--- src/rtl/i2c_slave_write_receiver.sv ---
// I2C write-only responder: oversamples SCL/SDA on the system clock, detects
// START/STOP, answers SLAVE_ADDR with ACKs and turns each received data byte
// into a one-cycle register-write strobe with an auto-incrementing address.
//
// Handshake: reg_we is a one-cycle strobe with no back-pressure; reg_addr and
// reg_data are stable while reg_we is high, and reg_addr advances on the
// cycle after the strobe.
module i2c_slave_write_receiver #(
  parameter logic [6:0] SLAVE_ADDR = 7'h60
) (
  input  logic       clock,
  input  logic       reset,
  input  logic       scl,
  input  logic       sda_in,
  output logic       sda_oe,
  output logic [7:0] reg_addr,
  output logic [7:0] reg_data,
  output logic       reg_we,
  output logic       busy,
  output logic [7:0] rx_count,
  output logic [2:0] fsm_state
);

  typedef enum logic [2:0] {
    IDLE     = 3'd0,
    ADDR     = 3'd1,
    ADDR_ACK = 3'd2,
    REG      = 3'd3,
    REG_ACK  = 3'd4,
    DATA     = 3'd5,
    DATA_ACK = 3'd6,
    IGNORE   = 3'd7
  } state_t;

  state_t     state;
  logic       scl_s1, scl_s2, scl_d;
  logic       sda_s1, sda_s2, sda_d;
  logic [2:0] bit_cnt;
  logic [6:0] shift;
  logic       ack_on;
  logic       we_pend;

  logic       scl_rise, scl_fall, start_det, stop_det;
  logic [7:0] byte_in;

  // SCL must be high in both the current and previous sample, so an SDA edge
  // coinciding with an SCL edge is never mistaken for START/STOP.
  assign scl_rise  = scl_s2 & ~scl_d;
  assign scl_fall  = ~scl_s2 & scl_d;
  assign start_det = scl_s2 & scl_d & sda_d & ~sda_s2;
  assign stop_det  = scl_s2 & scl_d & ~sda_d & sda_s2;
  assign byte_in   = {shift, sda_s2};
  assign fsm_state = state;

  // Two-flop synchronizers plus one history flop; reset to the idle bus level.
  always_ff @(posedge clock or negedge reset) begin
    if (!reset) begin
      scl_s1 <= 1'b1;
      scl_s2 <= 1'b1;
      scl_d  <= 1'b1;
      sda_s1 <= 1'b1;
      sda_s2 <= 1'b1;
      sda_d  <= 1'b1;
    end else begin
      scl_s1 <= scl;
      scl_s2 <= scl_s1;
      scl_d  <= scl_s2;
      sda_s1 <= sda_in;
      sda_s2 <= sda_s1;
      sda_d  <= sda_s2;
    end
  end

  // Protocol FSM, byte shifter, ACK driver and register-write strobe.
  always_ff @(posedge clock or negedge reset) begin
    if (!reset) begin
      state    <= IDLE;
      bit_cnt  <= 3'd0;
      shift    <= 7'd0;
      ack_on   <= 1'b0;
      we_pend  <= 1'b0;
      sda_oe   <= 1'b0;
      reg_addr <= 8'd0;
      reg_data <= 8'd0;
      reg_we   <= 1'b0;
      busy     <= 1'b0;
      rx_count <= 8'd0;
    end else begin
      we_pend <= 1'b0;
      reg_we  <= we_pend;
      if (reg_we) reg_addr <= reg_addr + 8'd1;

      if (start_det) begin
        state    <= ADDR;
        bit_cnt  <= 3'd0;
        ack_on   <= 1'b0;
        sda_oe   <= 1'b0;
        busy     <= 1'b0;
        rx_count <= 8'd0;
      end else if (stop_det) begin
        state   <= IDLE;
        bit_cnt <= 3'd0;
        ack_on  <= 1'b0;
        sda_oe  <= 1'b0;
        busy    <= 1'b0;
      end else begin
        case (state)
          ADDR, REG, DATA: begin
            if (scl_rise) begin
              shift   <= byte_in[6:0];
              bit_cnt <= bit_cnt + 3'd1;
              if (bit_cnt == 3'd7) begin
                bit_cnt <= 3'd0;
                if (state == ADDR) begin
                  if (byte_in == {SLAVE_ADDR, 1'b0}) begin
                    state <= ADDR_ACK;
                    busy  <= 1'b1;
                  end else begin
                    state <= IGNORE;
                  end
                end else if (state == REG) begin
                  reg_addr <= byte_in;
                  state    <= REG_ACK;
                end else begin
                  reg_data <= byte_in;
                  we_pend  <= 1'b1;
                  rx_count <= (rx_count == 8'hFF) ? rx_count : rx_count + 8'd1;
                  state    <= DATA_ACK;
                end
              end
            end
          end
          ADDR_ACK, REG_ACK, DATA_ACK: begin
            // First fall opens the ACK clock, second fall closes it.
            if (scl_fall) begin
              if (!ack_on) begin
                sda_oe <= 1'b1;
                ack_on <= 1'b1;
              end else begin
                sda_oe <= 1'b0;
                ack_on <= 1'b0;
                state  <= (state == ADDR_ACK) ? REG : DATA;
              end
            end
          end
          default: begin
            sda_oe <= 1'b0;
          end
        endcase
      end
    end
  end

endmodule

--- config.mk ---
export PLATFORM = sky130hd
export DESIGN_NAME = i2c_slave_write_receiver
export DESIGN_NICKNAME = d
export VERILOG_FILES = /design/src/rtl/i2c_slave_write_receiver.sv
export SDC_FILE = /design/constraint.sdc
export NUM_CORES = 1
export LEC_CHECK = 0
export BUFFER_PORTS_ARGS = -buffer_cell sky130_fd_sc_hd__buf_2
export CORE_MARGIN = 2
export CORE_UTILIZATION = 60
export CTS_CLUSTER_SIZE = 28
export DETAILED_ROUTE_END_ITERATION = 10
export PLACE_DENSITY = 0.84
export SLEW_MARGIN = 20
export SYNTH_ARGS = -nofsm -noshare
export SYNTH_HDL_FRONTEND = slang
export SYNTH_SLANG_ARGS = --single-unit
export TNS_END_PERCENT = 5
--- constraint.sdc ---
create_clock -name clock -period 3.49 [get_ports clock]
set_clock_uncertainty 0.15 [all_clocks]
set_input_delay 0.1745 -clock clock [delete_from_list [all_inputs] [get_ports clock]]
set_output_delay 0.1745 -clock clock [all_outputs]
set_load 0.02 [all_outputs]
== Yosys cells after proc, flatten, opt, wreduce, memory -nomap -nowiden ==
Cells that the tools add are included.
Word-level totals
  output and inout port bits: 30
  bits of input ports: 4
  bits in registers: 48
Operators by class
  equality and inequality tests: 18
  reduce and logical (&&, ||, !) cells: 21
  bitwise operators: 15
  $add $sub $neg: 3
  muxes and demuxes: 54
Operators by type and width (number)
  8-bit two-way mux: 16
  3-bit two-way mux: 14
  1-bit two-way mux: 21
  3-bit nonzero test: 7
  8-bit by 1-bit adder with 8-bit output (second input constant): 2
  8-bit == test (second input constant): 2
  4-bit inequality test (second input constant): 4
  7-bit AND reduction: 2
  3-bit == test (second input constant): 4
  5-bit AND reduction: 2
  2-bit inequality test (second input constant): 4
  1-bit NOT: 8
  1-bit AND: 7
  3-bit by 2-bit == test with 1-bit output (second input constant): 2
  3-bit one-hot mux with 2 select lines: 1
  2-bit AND reduction: 3
  2-bit nonzero test: 3
  3-bit OR reduction: 2
  4-bit AND reduction: 1
  4-bit nonzero test: 1
  3-bit by 1-bit adder with 3-bit output (second input constant): 1
  3-bit by 1-bit == test with 1-bit output (second input constant): 1
  3-bit inequality test (second input constant): 1
  2-bit two-way mux: 1
  1-bit one-hot mux with 2 select lines: 1

== Logic depth before layout (Yosys ltp) ==
  depth after elaboration: 9
  mapped depth: 7
  gate-level depth less buffers: 6

== Least setup slack after synthesis ==
No wires, ideal clock.
  path type: reg-to-reg
  start: reg bit_cnt[0]
  end: reg state[1], in the netlist fsm_state[1]
  library setup time: 127 ps
  required time: 3213 ps
  arrival: 1644 ps
  stages on the path, launching flop included: 7
  setup slack: 1569 ps
  cell sequence: dfrtp_1 ha_1 ha_1 nand4b_1 a21oi_1 or3_1 mux2_1
Between the ends
  longest elaborated chain between the ends: 3
Ends and longest elaborated chain
  start: declaration: line 38  | logic [2:0] bit_cnt;
  start signal: assignment: line 111  | bit_cnt <= bit_cnt + 3'd1;
  3-bit == test: line 112  | if (bit_cnt == 3'd7) begin
  4-bit inequality test (no line)
  5-bit AND reduction (no line)
  end signal: assignment: line 142  | state <= (state == ADDR_ACK) ? REG : DATA;
  end: declaration: line 35  | state_t state;
No other way between the ends.
A chain may end at the register's enable or synchronous reset.

== Worst setup path in the final report ==
  start: reg bit_cnt[0]
  end: reg rx_count[5]
Between the ends
  longest elaborated chain between the ends: 3
Ends and longest elaborated chain
  3-bit == test: line 112
  2-bit nonzero test (no line)
  7-bit AND reduction (no line)
  end signal: assignment: line 127  | rx_count <= (rx_count == 8'hFF) ? rx_count : rx_count + 8'd1;
  end: declaration: line 20  | output logic [7:0] rx_count,
No other way between the ends.

==> flow_summary.json <==
{
  "maxCapViolCount": 0,
  "r2r_end": "rx_count[5]",
  "arrival_ns": 2.30,
  "hpwl_um": 2974,
  "cts_buffers": 5,
  "yosysSeqAreaShare_pct": 54.98,
  "criticalPathCategory": "reg2reg",
  "max_slew_margin_pct": 41.62,
  "synthXorXnorAreaFrac_pct": 3.586,
  "yosysUniqueCellTypes": 42,
  "rr_worst_depth": 6,
  "cts_resized": 0,
  "cp_max_fo": 16,
  "synth_top_area_share_pct": 47.81,
  "syn_to_final_growth_pct": 13.49,
  "power_leakage_nw": 1.190,
  "status": "complete, no violations",
  "ys_ff_latch": 48,
  "via_per_inst": 5.899,
  "hold_class": "in2async",
  "synth_fa_ha_area_share_pct": 2.277,
  "synth.largest_area_cell": "dfrtp_1",
  "period_share_pct": 61.88,
  "synth_compound_area_share_pct": 11.50,
  "vdd_drop_max_mv": 0.3101,
  "rows": 21,
  "grt_max_degree": 49,
  "min_period_ns": 2.160,
  "start_util_pct": 64.36,
  "cts.sinks": 48,
  "firstDrtPassIters": 4,
  "syn_inst": 191,
  "port_buffers": 33,
  "yosys.area_share.simple_pct": 15.03,
  "dieArea_um2": 4164,
  "crit_chain": "ha_1 > ha_1 > and4b_4 > o2111ai_4 > or4_1 > a21oi_1",
  "antenna_found_initial": 0,
  "cts.path.max_buffers": 2,
  "drv_slew": 0,
  "drive_gt1_share_pct": 30.00,
  "clk_pin_slew_worst_paths_ns": 0.13,
  "track_usage_pct": 22.63,
  "post_cts_buffers": 0,
  "grt_pass1_wl_um": 7272,
  "final.setup.tns_ns": 0,
  "critPathMostFrequentCell": "ha_1",
  "fmax_mhz": 463.1,
  "synth_area_um2": 2198,
  "r2r-start": "bit_cnt[0]",
  "start_kind": "register",
  "cts_max_level": 2,
  "drc": 0,
  "grt_setup_unrepaired": "false",
  "crit_slowest_cell": "or4_1",
  "syn_nets": 199,
  "finalSetupViolCount": 0,
  "hold_viol_final": 0,
  "grt_pass1_vias": 1584,
  "power.density_nw_per_um2": 522.5,
  "antenna_cells": 0,
  "worst_pin_slew_ns": 0.8709,
  "die_h_um": 64.53,
  "die_w_um": 64.53,
  "vias": 1628,
  "endpoint_kind": "register",
  "synthTopCellsByArea": "dfrtp_1, mux2_2, dfstp_2, o21ai_0, nand2_1",
  "routed_wl_um": 4221,
  "cts_tree": "yes",
  "core-area_um2": 3416,
  "wl_per_cell_um": 15.29,
  "synth_top_family_by_area": "simple AND/OR/NAND/NOR gates",
  "syn_area_per_cell_um2": 11.51,
  "first_iter_violations": 112,
  "io_pins": 34,
  "synth.mux.area_fraction_pct": 10.53,
  "cts_hold_buf": 3,
  "critPathMaxStageDelay_ns": 0.53,
  "root_buffer": "clkbuf_4",
  "place.gp.congestion": 0.9052,
  "final_util_pct": 73.04,
  "r2r_slack_ns": 1.33,
  "yosys_warnings": 0,
  "report.power.total_mw": 1.304,
  "overflow": 0,
  "ant_nets": 0,
  "fin_nets": 237,
  "clkLatencyLatePin_ns": 0.36,
  "hold_ws_ns": 0.1906,
  "critPathRequiredTime_ns": 3.63
}
-- cells in the final DEF (no fill, tap or decap), types with 3 or more instances in the layout --
master         count
clkbuf_4           5
or3_1              3
or4_1              3
ha_1               4
nand3_1            8
o31ai_1            5
nor2_1            13
o21ai_0           12
mux2i_1            4
inv_1              3
and3_1             3
dfrtp_1           42
mux2_2            16
dlygate4sd3_1      3
nand2_1           15
buf_2             32
a21oi_1           11
xnor2_1            3
xor2_1             6
dfstp_2            6
-- critical path: cells and delay by family, from the launching register on --
family,cells,cell delay [ns]
flip-flops,1,0.39
AO/OA/AOI/OAI,2,0.39
adder cells (fa/ha/maj),2,0.35
AND/OR/NAND/NOR,2,0.81
-- where the power goes --
part           switching (mW)  internal, mW
registers               0.123         0.634
logic                   0.144         0.131
clock network           0.172        0.0999
-- synth_stat cells --
cell type / n
a211oi_1: 1
a21oi_1: 11
a22o_1: 1
a311oi_1: 1
a41oi_1: 1
and3_1: 3
and4_1: 1
and4b_4: 1
buf_2: 4
buf_4: 1
clkbuf_1: 1
dfrtp_1: 42
dfstp_2: 6
ha_1: 4
inv_1: 3
inv_2: 1
mux2_1: 1
mux2_2: 16
mux2i_1: 4
nand2_1: 15
nand2b_1: 1
nand3_1: 8
nand3b_1: 1
nand4_1: 2
nand4b_1: 2
nor2_1: 13
nor3_1: 1
nor3_2: 1
nor3b_1: 2
o2111ai_4: 1
o211ai_1: 2
o21ai_0: 12
o21ai_1: 2
o22ai_1: 1
o31ai_1: 5
o32ai_1: 1
or2_4: 1
or3_1: 3
or4_1: 3
or4b_1: 2
xnor2_1: 3
xor2_1: 6
-- flip-flops by register name, summed over array words and instances, names as in the netlist --
register and flops:
scl_d 1, reg_data 8, we_pend 1, sda_d 1
scl_s1 1, bit_cnt 3, sda_s1 1, busy 1
shift 7, sda_oe 1, sda_s2 1, reg_we 1
rx_count 8, fsm_state 3, reg_addr 8, ack_on 1
scl_s2 1
-- worst max path at each step --
stage                     slack (ns)            to       start  depth (start not counted)
after floorplan                 1.57  fsm_state[1]  bit_cnt[0]                          6
after global placement          1.47   rx_count[7]  bit_cnt[0]                          6
after detailed placement        1.37   rx_count[5]  bit_cnt[0]                          6
after CTS                       1.32   rx_count[5]  bit_cnt[0]                          6
after global routing            1.13   reg_addr[3]  bit_cnt[0]                          5
final                           1.33   rx_count[5]  bit_cnt[0]                          6
-- kinds of logic after synthesis --
| group | count (synthesis) |
|---|---|
| AOI/OAI and AO/OA | 39 |
| xor gates and xnor gates | 9 |
| adders and majority gates | 4 |
| buffers and inverters | 10 |
| DFF | 48 |
| muxes | 21 |
| and+or+nand+nor | 60 |
-- through the flow --
stage | cell area (µm²) | instances | setup WS (ns)
after CTS | 2492 | 276 | 1.324
after global placement | 2397 | 265 | 1.469
after floorplan | 2198 | 191 | 1.569
after global routing | 2495 | 276 | 1.131
after detailed placement | 2397 | 265 | 1.366
final | 2495 | 276 | 1.331
-- routing by layer --
| layer | part of all wire [%] | up-vias | global-route usage [%] |
|---|---|---|---|
| li1 | - | 777 | - |
| met1 | 44 | 803 | 29.31 |
| met2 | 50 | 43 | 38.80 |
| met3 | 4.0 | 5 | 4.167 |
| met4 | 1.3 | 0 | 7.181 |
| met5 | 0 | - | 0 |
-- area by class of cell --
type / count / area (µm²)
inverter: 4 / 15.01
clock inverter: 2 / 13.76
tap: 46 / 57.56
timing repair buffer: 37 / 205.2
fill: 257 / 920.9
multi-input combinational: 133 / 943.4
clock buffer: 6 / 51.30
sequential: 48 / 1209
Note: power is estimated with default switching activity, not from simulation.
